[src/rtl/router_pkg.sv]
// ----------------------------------------------------------------------------
// router_pkg
// Shared definitions for the packet router control path. It holds the FSM
// state enumeration, the reserved address code, and a helper that picks one
// per-channel flag from a 3-channel vector by address.
// This package has no ports.
// ----------------------------------------------------------------------------
package router_pkg;

  typedef enum logic [2:0] {
    DECODE_ADDRESS,
    LOAD_FIRST_DATA,
    LOAD_DATA,
    FIFO_FULL_STATE,
    LOAD_AFTER_FULL,
    LOAD_PARITY,
    CHECK_PARITY_ERROR,
    WAIT_TILL_EMPTY
  } router_state_e;

  // Header address code that selects no output channel.
  localparam logic [1:0] ADDR_INVALID = 2'b11;

  // Returns the flag of channel 'addr'. The invalid code returns 0, so it
  // never selects a channel.
  function automatic logic chan_sel(input logic [2:0] flags, input logic [1:0] addr);
    logic sel;
    case (addr)
      2'd0:    sel = flags[0];
      2'd1:    sel = flags[1];
      2'd2:    sel = flags[2];
      default: sel = 1'b0;
    endcase
    return sel;
  endfunction

endpackage

[src/rtl/router_fsm_if.sv]
// ----------------------------------------------------------------------------
// router_fsm_if
// Groups the handshake and status signals between the router FSM and its
// neighbours: the packet source, the output FIFOs, the synchronizer and the
// register stage.
//   master modport : drives the FSM inputs and observes the FSM outputs
//                    (system side / testbench)
//   slave  modport : the FSM itself
// Signals:
//   pkt_valid, data_in[1:0]      source byte-valid flag and header address bits
//   fifo_full                    full flag of the selected output FIFO
//   fifo_empty_0/1/2             empty flags of the output FIFOs
//   soft_reset_0/1/2             per-channel timeout resets
//   parity_done, low_pkt_valid   status from the register stage
//   busy                         stall request to the source
//   detect_add, lfd_state, ld_state, laf_state, full_state
//                                state decodes sent to the register stage
//   write_enb_reg                FIFO write enable request
//   rst_int_reg                  clears low_pkt_valid in the register stage
// ----------------------------------------------------------------------------
interface router_fsm_if;
  logic       pkt_valid;
  logic [1:0] data_in;
  logic       fifo_full;
  logic       fifo_empty_0, fifo_empty_1, fifo_empty_2;
  logic       soft_reset_0, soft_reset_1, soft_reset_2;
  logic       parity_done;
  logic       low_pkt_valid;

  logic       busy;
  logic       detect_add, lfd_state, ld_state, laf_state, full_state;
  logic       write_enb_reg;
  logic       rst_int_reg;

  modport master (
    output pkt_valid, data_in, fifo_full,
           fifo_empty_0, fifo_empty_1, fifo_empty_2,
           soft_reset_0, soft_reset_1, soft_reset_2,
           parity_done, low_pkt_valid,
    input  busy, detect_add, lfd_state, ld_state, laf_state, full_state,
           write_enb_reg, rst_int_reg
  );

  modport slave (
    input  pkt_valid, data_in, fifo_full,
           fifo_empty_0, fifo_empty_1, fifo_empty_2,
           soft_reset_0, soft_reset_1, soft_reset_2,
           parity_done, low_pkt_valid,
    output busy, detect_add, lfd_state, ld_state, laf_state, full_state,
           write_enb_reg, rst_int_reg
  );
endinterface

[src/rtl/router_fsm.sv]
// ----------------------------------------------------------------------------
// router_fsm
// Control FSM for a 3-channel packet router. It decodes the header address,
// sequences the load of header, payload and parity into the selected output
// FIFO, stalls the source while the FIFO is full, and waits for an occupied
// FIFO to drain before it starts a packet. Outputs are Moore decodes of a
// single state register.
// Ports:
//   clock   rising-edge clock
//   resetn  synchronous active-low reset
//   bus     router_fsm_if.slave; holds all handshake and status signals
// ----------------------------------------------------------------------------
module router_fsm
  import router_pkg::*;
(
  input  logic        clock,
  input  logic        resetn,
  router_fsm_if.slave bus
);

  router_state_e state_q, state_d;
  logic [1:0]    addr_q, addr_d;

  logic [2:0] empty_vec, soft_vec;
  logic       hdr_ok;

  assign empty_vec = {bus.fifo_empty_2, bus.fifo_empty_1, bus.fifo_empty_0};
  assign soft_vec  = {bus.soft_reset_2, bus.soft_reset_1, bus.soft_reset_0};

  // A header is accepted only while the source is valid and the address is
  // not the reserved code.
  assign hdr_ok = bus.pkt_valid && (bus.data_in != ADDR_INVALID);

  // State register and address latch.
  // NOTE: sequential state uses non-blocking assignments only. Every register
  // then samples the value from before the edge, whatever the statement order.
  always_ff @(posedge clock) begin
    if (!resetn) begin
      state_q <= DECODE_ADDRESS;
      addr_q  <= 2'b00;
    end else begin
      state_q <= state_d;
      addr_q  <= addr_d;
    end
  end

  // Next-state logic and address latch update.
  // NOTE: every signal gets a default first, so no path through the case
  // leaves a signal unassigned and infers a latch.
  always_comb begin
    state_d = state_q;
    addr_d  = addr_q;

    if (state_q == DECODE_ADDRESS && hdr_ok)
      addr_d = bus.data_in;

    case (state_q)
      DECODE_ADDRESS: begin
        if (hdr_ok)
          state_d = chan_sel(empty_vec, bus.data_in) ? LOAD_FIRST_DATA
                                                     : WAIT_TILL_EMPTY;
      end
      WAIT_TILL_EMPTY: begin
        if (chan_sel(empty_vec, addr_q))
          state_d = LOAD_FIRST_DATA;
      end
      LOAD_FIRST_DATA: state_d = LOAD_DATA;
      LOAD_DATA: begin
        if (bus.fifo_full)
          state_d = FIFO_FULL_STATE;
        else if (!bus.pkt_valid)
          state_d = LOAD_PARITY;
      end
      FIFO_FULL_STATE: begin
        if (!bus.fifo_full)
          state_d = LOAD_AFTER_FULL;
      end
      LOAD_AFTER_FULL: begin
        if (bus.parity_done)
          state_d = DECODE_ADDRESS;
        else if (bus.low_pkt_valid)
          state_d = LOAD_PARITY;
        else
          state_d = LOAD_DATA;
      end
      LOAD_PARITY: state_d = CHECK_PARITY_ERROR;
      CHECK_PARITY_ERROR: begin
        state_d = bus.fifo_full ? FIFO_FULL_STATE : DECODE_ADDRESS;
      end
      default: state_d = DECODE_ADDRESS;
    endcase

    // A timeout on the channel in use aborts the packet from any state.
    // Timeouts on the other channels are ignored.
    if (chan_sel(soft_vec, addr_q))
      state_d = DECODE_ADDRESS;
  end

  // Moore output decode.
  always_comb begin
    bus.detect_add    = 1'b0;
    bus.lfd_state     = 1'b0;
    bus.ld_state      = 1'b0;
    bus.laf_state     = 1'b0;
    bus.full_state    = 1'b0;
    bus.rst_int_reg   = 1'b0;
    bus.write_enb_reg = 1'b0;
    bus.busy          = 1'b1;
    case (state_q)
      DECODE_ADDRESS:     begin bus.detect_add = 1'b1; bus.busy = 1'b0; end
      LOAD_FIRST_DATA:    bus.lfd_state = 1'b1;
      LOAD_DATA:          begin bus.ld_state = 1'b1; bus.write_enb_reg = 1'b1; bus.busy = 1'b0; end
      FIFO_FULL_STATE:    bus.full_state = 1'b1;
      LOAD_AFTER_FULL:    begin bus.laf_state = 1'b1; bus.write_enb_reg = 1'b1; end
      LOAD_PARITY:        bus.write_enb_reg = 1'b1;
      CHECK_PARITY_ERROR: bus.rst_int_reg = 1'b1;
      default:            ;  // WAIT_TILL_EMPTY: only busy
    endcase
  end

endmodule
[src/flat_wrapper.sv]
// flat-port wrapper written by rule: the top's interface ports become plain ports
module router_fsm_flat import router_pkg::*;
  (clock, resetn, bus_pkt_valid, bus_data_in, bus_fifo_full, bus_fifo_empty_0, bus_fifo_empty_1, bus_fifo_empty_2, bus_soft_reset_0, bus_soft_reset_1, bus_soft_reset_2, bus_parity_done, bus_low_pkt_valid, bus_busy, bus_detect_add, bus_lfd_state, bus_ld_state, bus_laf_state, bus_full_state, bus_write_enb_reg, bus_rst_int_reg);
  router_fsm_if bus_i ();
  input  logic clock;
  input  logic resetn;
  input wire logic [$bits(bus_i.pkt_valid)-1:0] bus_pkt_valid;
  input wire logic [$bits(bus_i.data_in)-1:0] bus_data_in;
  input wire logic [$bits(bus_i.fifo_full)-1:0] bus_fifo_full;
  input wire logic [$bits(bus_i.fifo_empty_0)-1:0] bus_fifo_empty_0;
  input wire logic [$bits(bus_i.fifo_empty_1)-1:0] bus_fifo_empty_1;
  input wire logic [$bits(bus_i.fifo_empty_2)-1:0] bus_fifo_empty_2;
  input wire logic [$bits(bus_i.soft_reset_0)-1:0] bus_soft_reset_0;
  input wire logic [$bits(bus_i.soft_reset_1)-1:0] bus_soft_reset_1;
  input wire logic [$bits(bus_i.soft_reset_2)-1:0] bus_soft_reset_2;
  input wire logic [$bits(bus_i.parity_done)-1:0] bus_parity_done;
  input wire logic [$bits(bus_i.low_pkt_valid)-1:0] bus_low_pkt_valid;
  output wire logic [$bits(bus_i.busy)-1:0] bus_busy;
  output wire logic [$bits(bus_i.detect_add)-1:0] bus_detect_add;
  output wire logic [$bits(bus_i.lfd_state)-1:0] bus_lfd_state;
  output wire logic [$bits(bus_i.ld_state)-1:0] bus_ld_state;
  output wire logic [$bits(bus_i.laf_state)-1:0] bus_laf_state;
  output wire logic [$bits(bus_i.full_state)-1:0] bus_full_state;
  output wire logic [$bits(bus_i.write_enb_reg)-1:0] bus_write_enb_reg;
  output wire logic [$bits(bus_i.rst_int_reg)-1:0] bus_rst_int_reg;
  assign bus_i.pkt_valid = bus_pkt_valid;
  assign bus_i.data_in = bus_data_in;
  assign bus_i.fifo_full = bus_fifo_full;
  assign bus_i.fifo_empty_0 = bus_fifo_empty_0;
  assign bus_i.fifo_empty_1 = bus_fifo_empty_1;
  assign bus_i.fifo_empty_2 = bus_fifo_empty_2;
  assign bus_i.soft_reset_0 = bus_soft_reset_0;
  assign bus_i.soft_reset_1 = bus_soft_reset_1;
  assign bus_i.soft_reset_2 = bus_soft_reset_2;
  assign bus_i.parity_done = bus_parity_done;
  assign bus_i.low_pkt_valid = bus_low_pkt_valid;
  assign bus_busy = bus_i.busy;
  assign bus_detect_add = bus_i.detect_add;
  assign bus_lfd_state = bus_i.lfd_state;
  assign bus_ld_state = bus_i.ld_state;
  assign bus_laf_state = bus_i.laf_state;
  assign bus_full_state = bus_i.full_state;
  assign bus_write_enb_reg = bus_i.write_enb_reg;
  assign bus_rst_int_reg = bus_i.rst_int_reg;
  router_fsm u_core (.clock(clock), .resetn(resetn), .bus(bus_i));
endmodule
[config.mk]
export PLATFORM = sky130hd
export DESIGN_NAME = router_fsm_flat
export DESIGN_NICKNAME = d
export VERILOG_FILES = /design/src/rtl/router_pkg.sv /design/src/rtl/router_fsm_if.sv /design/src/rtl/router_fsm.sv /design/src/flat_wrapper.sv
export SDC_FILE = /design/constraint.sdc
export NUM_CORES = 1
export LEC_CHECK = 0
export BUFFER_PORTS_ARGS = -buffer_cell sky130_fd_sc_hd__buf_2
export CORE_AREA = 2 2 39 41
export CTS_CLUSTER_SIZE = 30
export DETAILED_ROUTE_END_ITERATION = 10
export DIE_AREA = 0 0 41 43
export PLACE_DENSITY_LB_ADDON = 0.08
export RECOVER_POWER = 25
export SLEW_MARGIN = 25
export SYNTH_ARGS = -nofsm -noshare
export SYNTH_HDL_FRONTEND = slang
export SYNTH_SLANG_ARGS = --single-unit
[constraint.sdc]
create_clock -name clock -period 1.7 [get_ports clock]
set_input_delay 0.085 -clock clock [delete_from_list [all_inputs] [get_ports clock]]
set_output_delay 0.085 -clock clock [all_outputs]
set_load 0.01 [all_outputs]
==> results by group <==
Routing
  – Detailed Route Iter0 Violations: 5
  – First drt pass iteration count: 2
  – Detailed route wirelength on metal2: between 600 and 700 µm
  – # DRC: 0
  – Met1 layer wirelength in the final routing: 505 µm
  – Detailed-routed wire length on met3: slightly below 80 µm
  – Routed len/inst: 12.64 µm
  – Remaining number of nets flagged by the antenna check after routing: 0
  – Final routed wirelength across all metal layers: 1.201 mm
  – Vias per inst: 5.158
  – Total number of vias: 490
  – Top routing layer in use: met3

Finish
  – Area of the multi-input gates: approximately 320 µm²
  – Number of standard cells in the layout, taps in and fillers out: 95
  – Number of nets at the end of the flow: 94
  – Register cell area after layout: 101.3 µm²
  – Final-layout fill cell count: approximately 150
  – Fraction of layout cells with a size suffix above 1: 39.24%
  – Final std cell area, no fill: 589.3 µm²
  – Layout overhead on the synthesized area: 35.34%
  – Final antenna diode count: 0

Power
  – Static Leak: 0.2594 nW
  – Maximum vdd drop: 0.3459 mV
  – Power per Cell Area: slightly below 900 mW/mm²

Timing
  – RSZ-0062 raised after global routing: false
  – Time the final worst path needs with I/O delays and setup: 1.548 ns
  – Share of the clock period used by the worst path after layout: 91.06%
  – Slew at the pin with the worst max-slew slack: 0.3470 ns
  – Final-report hold violation count: 0
  – Setup Total Neg Slack: 0 ns
  – Number of failing setup endpoints in the final timing report: 0
  – Final setup skew: 0.001178 ns
  – Worst relative slew slack: about 77%
  – Number of slew-limit violations in the final report: 0
  – Timing-limited maximum frequency: approximately 650 MHz

Clocking
  – Number of sinks on the clock net: 5
  – Clock insertion delay at the later pin of the skew report: 0.24 ns
  – Clock Path Buffers: 2
  – H-Tree Level Count: 1
  – TritonCTS clock tree: yes
  – Clock root buffer: sky130_fd_sc_hd__clkbuf_4
  – CTS-repair resized insts: 0
  – CTS buffer count: 3
  – Post CTS Setup Buffer Count: 0
  – Hold-fix buffers, CTS: 0
  – Clock transition at the registers of the reported paths: 0.04 ns

Die
  – Vertical extent of the die: 43 µm
  – Area of the placeable core: between 0.001 and 0.0015 mm²
  – DIE AREA: 0.001763 mm²
  – Std-Cell Rows: 14
  – IO Pins: 22
  – Starting density of the core: 31.46%
  – Width of the die: slightly above 40 µm

Synthesis
  – Mean cell area of the mapped netlist: 8.063 µm²
  – Synth top area share: 22.99%
  – #FFs+latches synth: 5
  – Main area contributors after synthesis: sky130_fd_sc_hd__dfxtp_1 (23%), sky130_fd_sc_hd__a311oi_1 (8.0%), sky130_fd_sc_hd__nor2_1 (7.8%)
  – EDFF count, synth: 0
  – Gate Count Post-Synth: 54
  – Synth area leader: sky130_fd_sc_hd__dfxtp_1
  – Synthesis warning total: 0
  – Compound-cell area share of the yosys netlist: 34.20%
  – Count leader, synth: sky130_fd_sc_hd__nor2_1
  – Fraction of the mapped netlist area in simple logic gates: 30.17%
  – Distinct cell type count of the synthesized netlist: 26
  – Adder-cell share of the synthesized area: 0%
  – Xor and xnor area share after synthesis: 0%
  – Prevailing post-synth register cell: sky130_fd_sc_hd__dfxtp_1
  – Syn Nets: 68
  – Share of flip-flops with an asynchronous set or reset: 0%
  – Share of synthesized area spent on multiplexers: 8.046%
  – Proportion of synthesized chip area in sequential cells: a little under a quarter
  – Leading post-synthesis cells by instance count: sky130_fd_sc_hd__nor2_1 (9), sky130_fd_sc_hd__dfxtp_1 (5), sky130_fd_sc_hd__nand2_1 (5), sky130_fd_sc_hd__a311oi_1 (4), sky130_fd_sc_hd__a21oi_1 (3)
  – Syn Std Cell Area: 435.4 µm²
  – Main combinational cell family by area after synthesis: compound AO/OA/AOI/OAI gates

Run
  – Number of maximum-capacitance constraint violations: 0

GRT
  – Number of global-route vias before repair: 454
  – Global router's overall resource usage: ~15%
  – Initial antenna violation count: 0
  – Wire length of the first global-routing pass: 1.876 mm
  – Largest net degree at the start of global routing: 12
  – Sum of overflow across all layers after global routing: 0

Setup path
  – CP Class: flop to flop
  – Reg-to-reg slack, setup: 0.15 ns
  – Required time at the worst-slack endpoint: roughly 1.8 ns
  – Arrival time worst endpoint: 1.69 ns
  – Maximum fanout count along the critical path: 5
  – Type of element capturing the critical path: flop
  – Startpoint type of the worst setup path: flop

Placement
  – Placed cells: 91
  – Global placement routability congestion: 0.7284
  – Total half-perimeter wirelength after legalization and detailed placement: 904.2 µm
  – Placed Instance Area: 568.0 µm²
  – I/O Buffers: 21

Outcome
  – Outcome: finished clean

Hold path
  – Path category of the worst min-delay check: primary input to flop
[worst max-delay path, cell delays in order (launching register included)]
cell and delay [ns]:
sky130_fd_sc_hd__dfxtp_2 0.37, sky130_fd_sc_hd__mux2_4 0.33, sky130_fd_sc_hd__a2111oi_4 0.37, sky130_fd_sc_hd__a311oi_1 0.12
sky130_fd_sc_hd__a311oi_1 0.27
[registers in the layout, summed over array words and instances, names as in the netlist]
signal          cells
u_core.state_q      3
u_core.addr_q       2
[cell usage in the layout, fill, tap and decap left out, drive strengths merged]
cell type | Yosys | layout
nor3b | 1 | 1
buf | 0 | 20
a311oi | 4 | 4
clkinv | 1 | 1
nand2b | 2 | 2
clkbuf | 2 | 7
a21o | 1 | 1
nor3 | 2 | 2
o211ai | 1 | 1
o221a | 2 | 2
a21oi | 3 | 3
mux2i | 2 | 2
inv | 1 | 1
nor2 | 9 | 9
and3b | 1 | 1
o32ai | 1 | 1
mux2 | 1 | 1
o21a | 1 | 1
nor4b | 1 | 1
o21ai | 2 | 2
nand2 | 5 | 5
or2 | 1 | 1
or3b | 1 | 1
a2111oi | 1 | 1
nand3b | 2 | 2
dfxtp | 5 | 5
a21boi | 1 | 1
[metrics by stage]
stage	utilization, %	total power, W	setup slack, ns	hold slack, ns
6_report	42.59	0.0005094	0.1519	0.1233
5_1_grt	42.59	0.0005540	0.06292	0.1129
4_1_cts	42.95	0.0005238	0.07664	0.1206
3_5_place_dp	41.05	0.0003832	0.1110	0.3675
3_3_place_gp	41.05	0.0003859	0.1689	0.3657
2_1_floorplan	-	0.0002941	0.2407	0.2319
[kinds of logic (layout without fill, tap and decap cells)]
family | Yosys count | count (layout)
AO/OA/AOI/OAI | 17 | 17
buffers and inverters | 4 | 29
flip-flops | 5 | 5
multiplexers | 3 | 3
AND/OR/NAND/NOR | 25 | 25
[final timing paths]
kind	from	endpoint	cells after the start
worst max-delay path	u_core.addr_q[1]$_SDFFE_PN0P_	u_core.state_q[0]$_SDFFE_PP0P_	4
worst max register to register	u_core.addr_q[1]$_SDFFE_PN0P_	u_core.state_q[0]$_SDFFE_PP0P_	4
worst min register to register	u_core.addr_q[1]$_SDFFE_PN0P_	u_core.addr_q[1]$_SDFFE_PN0P_	1
worst min-delay path	resetn	u_core.addr_q[1]$_SDFFE_PN0P_	2
[per-layer routing]
| metal | track usage, % | up-vias |
|---|---|---|
| li1 | - | 258 |
| met5 | 0 | - |
| met2 | 25.31 | 16 |
| met4 | 8.000 | 0 |
| met1 | 17.68 | 216 |
| met3 | 3.141 | 0 |
[area by class of cell]
cell class / count / area share (%)
multi-input combinational: 45 / 53.50
timing repair buffer: 23 / 19.32
tap: 16 / 3.397
sequential: 5 / 17.20
clock buffer: 4 / 4.459
inverter: 2 / 2.123
[report_power, final]
part	internal [W]	total (W)	switching, W
Clock	0.0000885	0.000134	0.0000453
Combinational	0.0000980	0.000221	0.000123
Sequential	0.000134	0.000155	0.0000211
No activity file was read; power rests on OpenSTA's default activity.
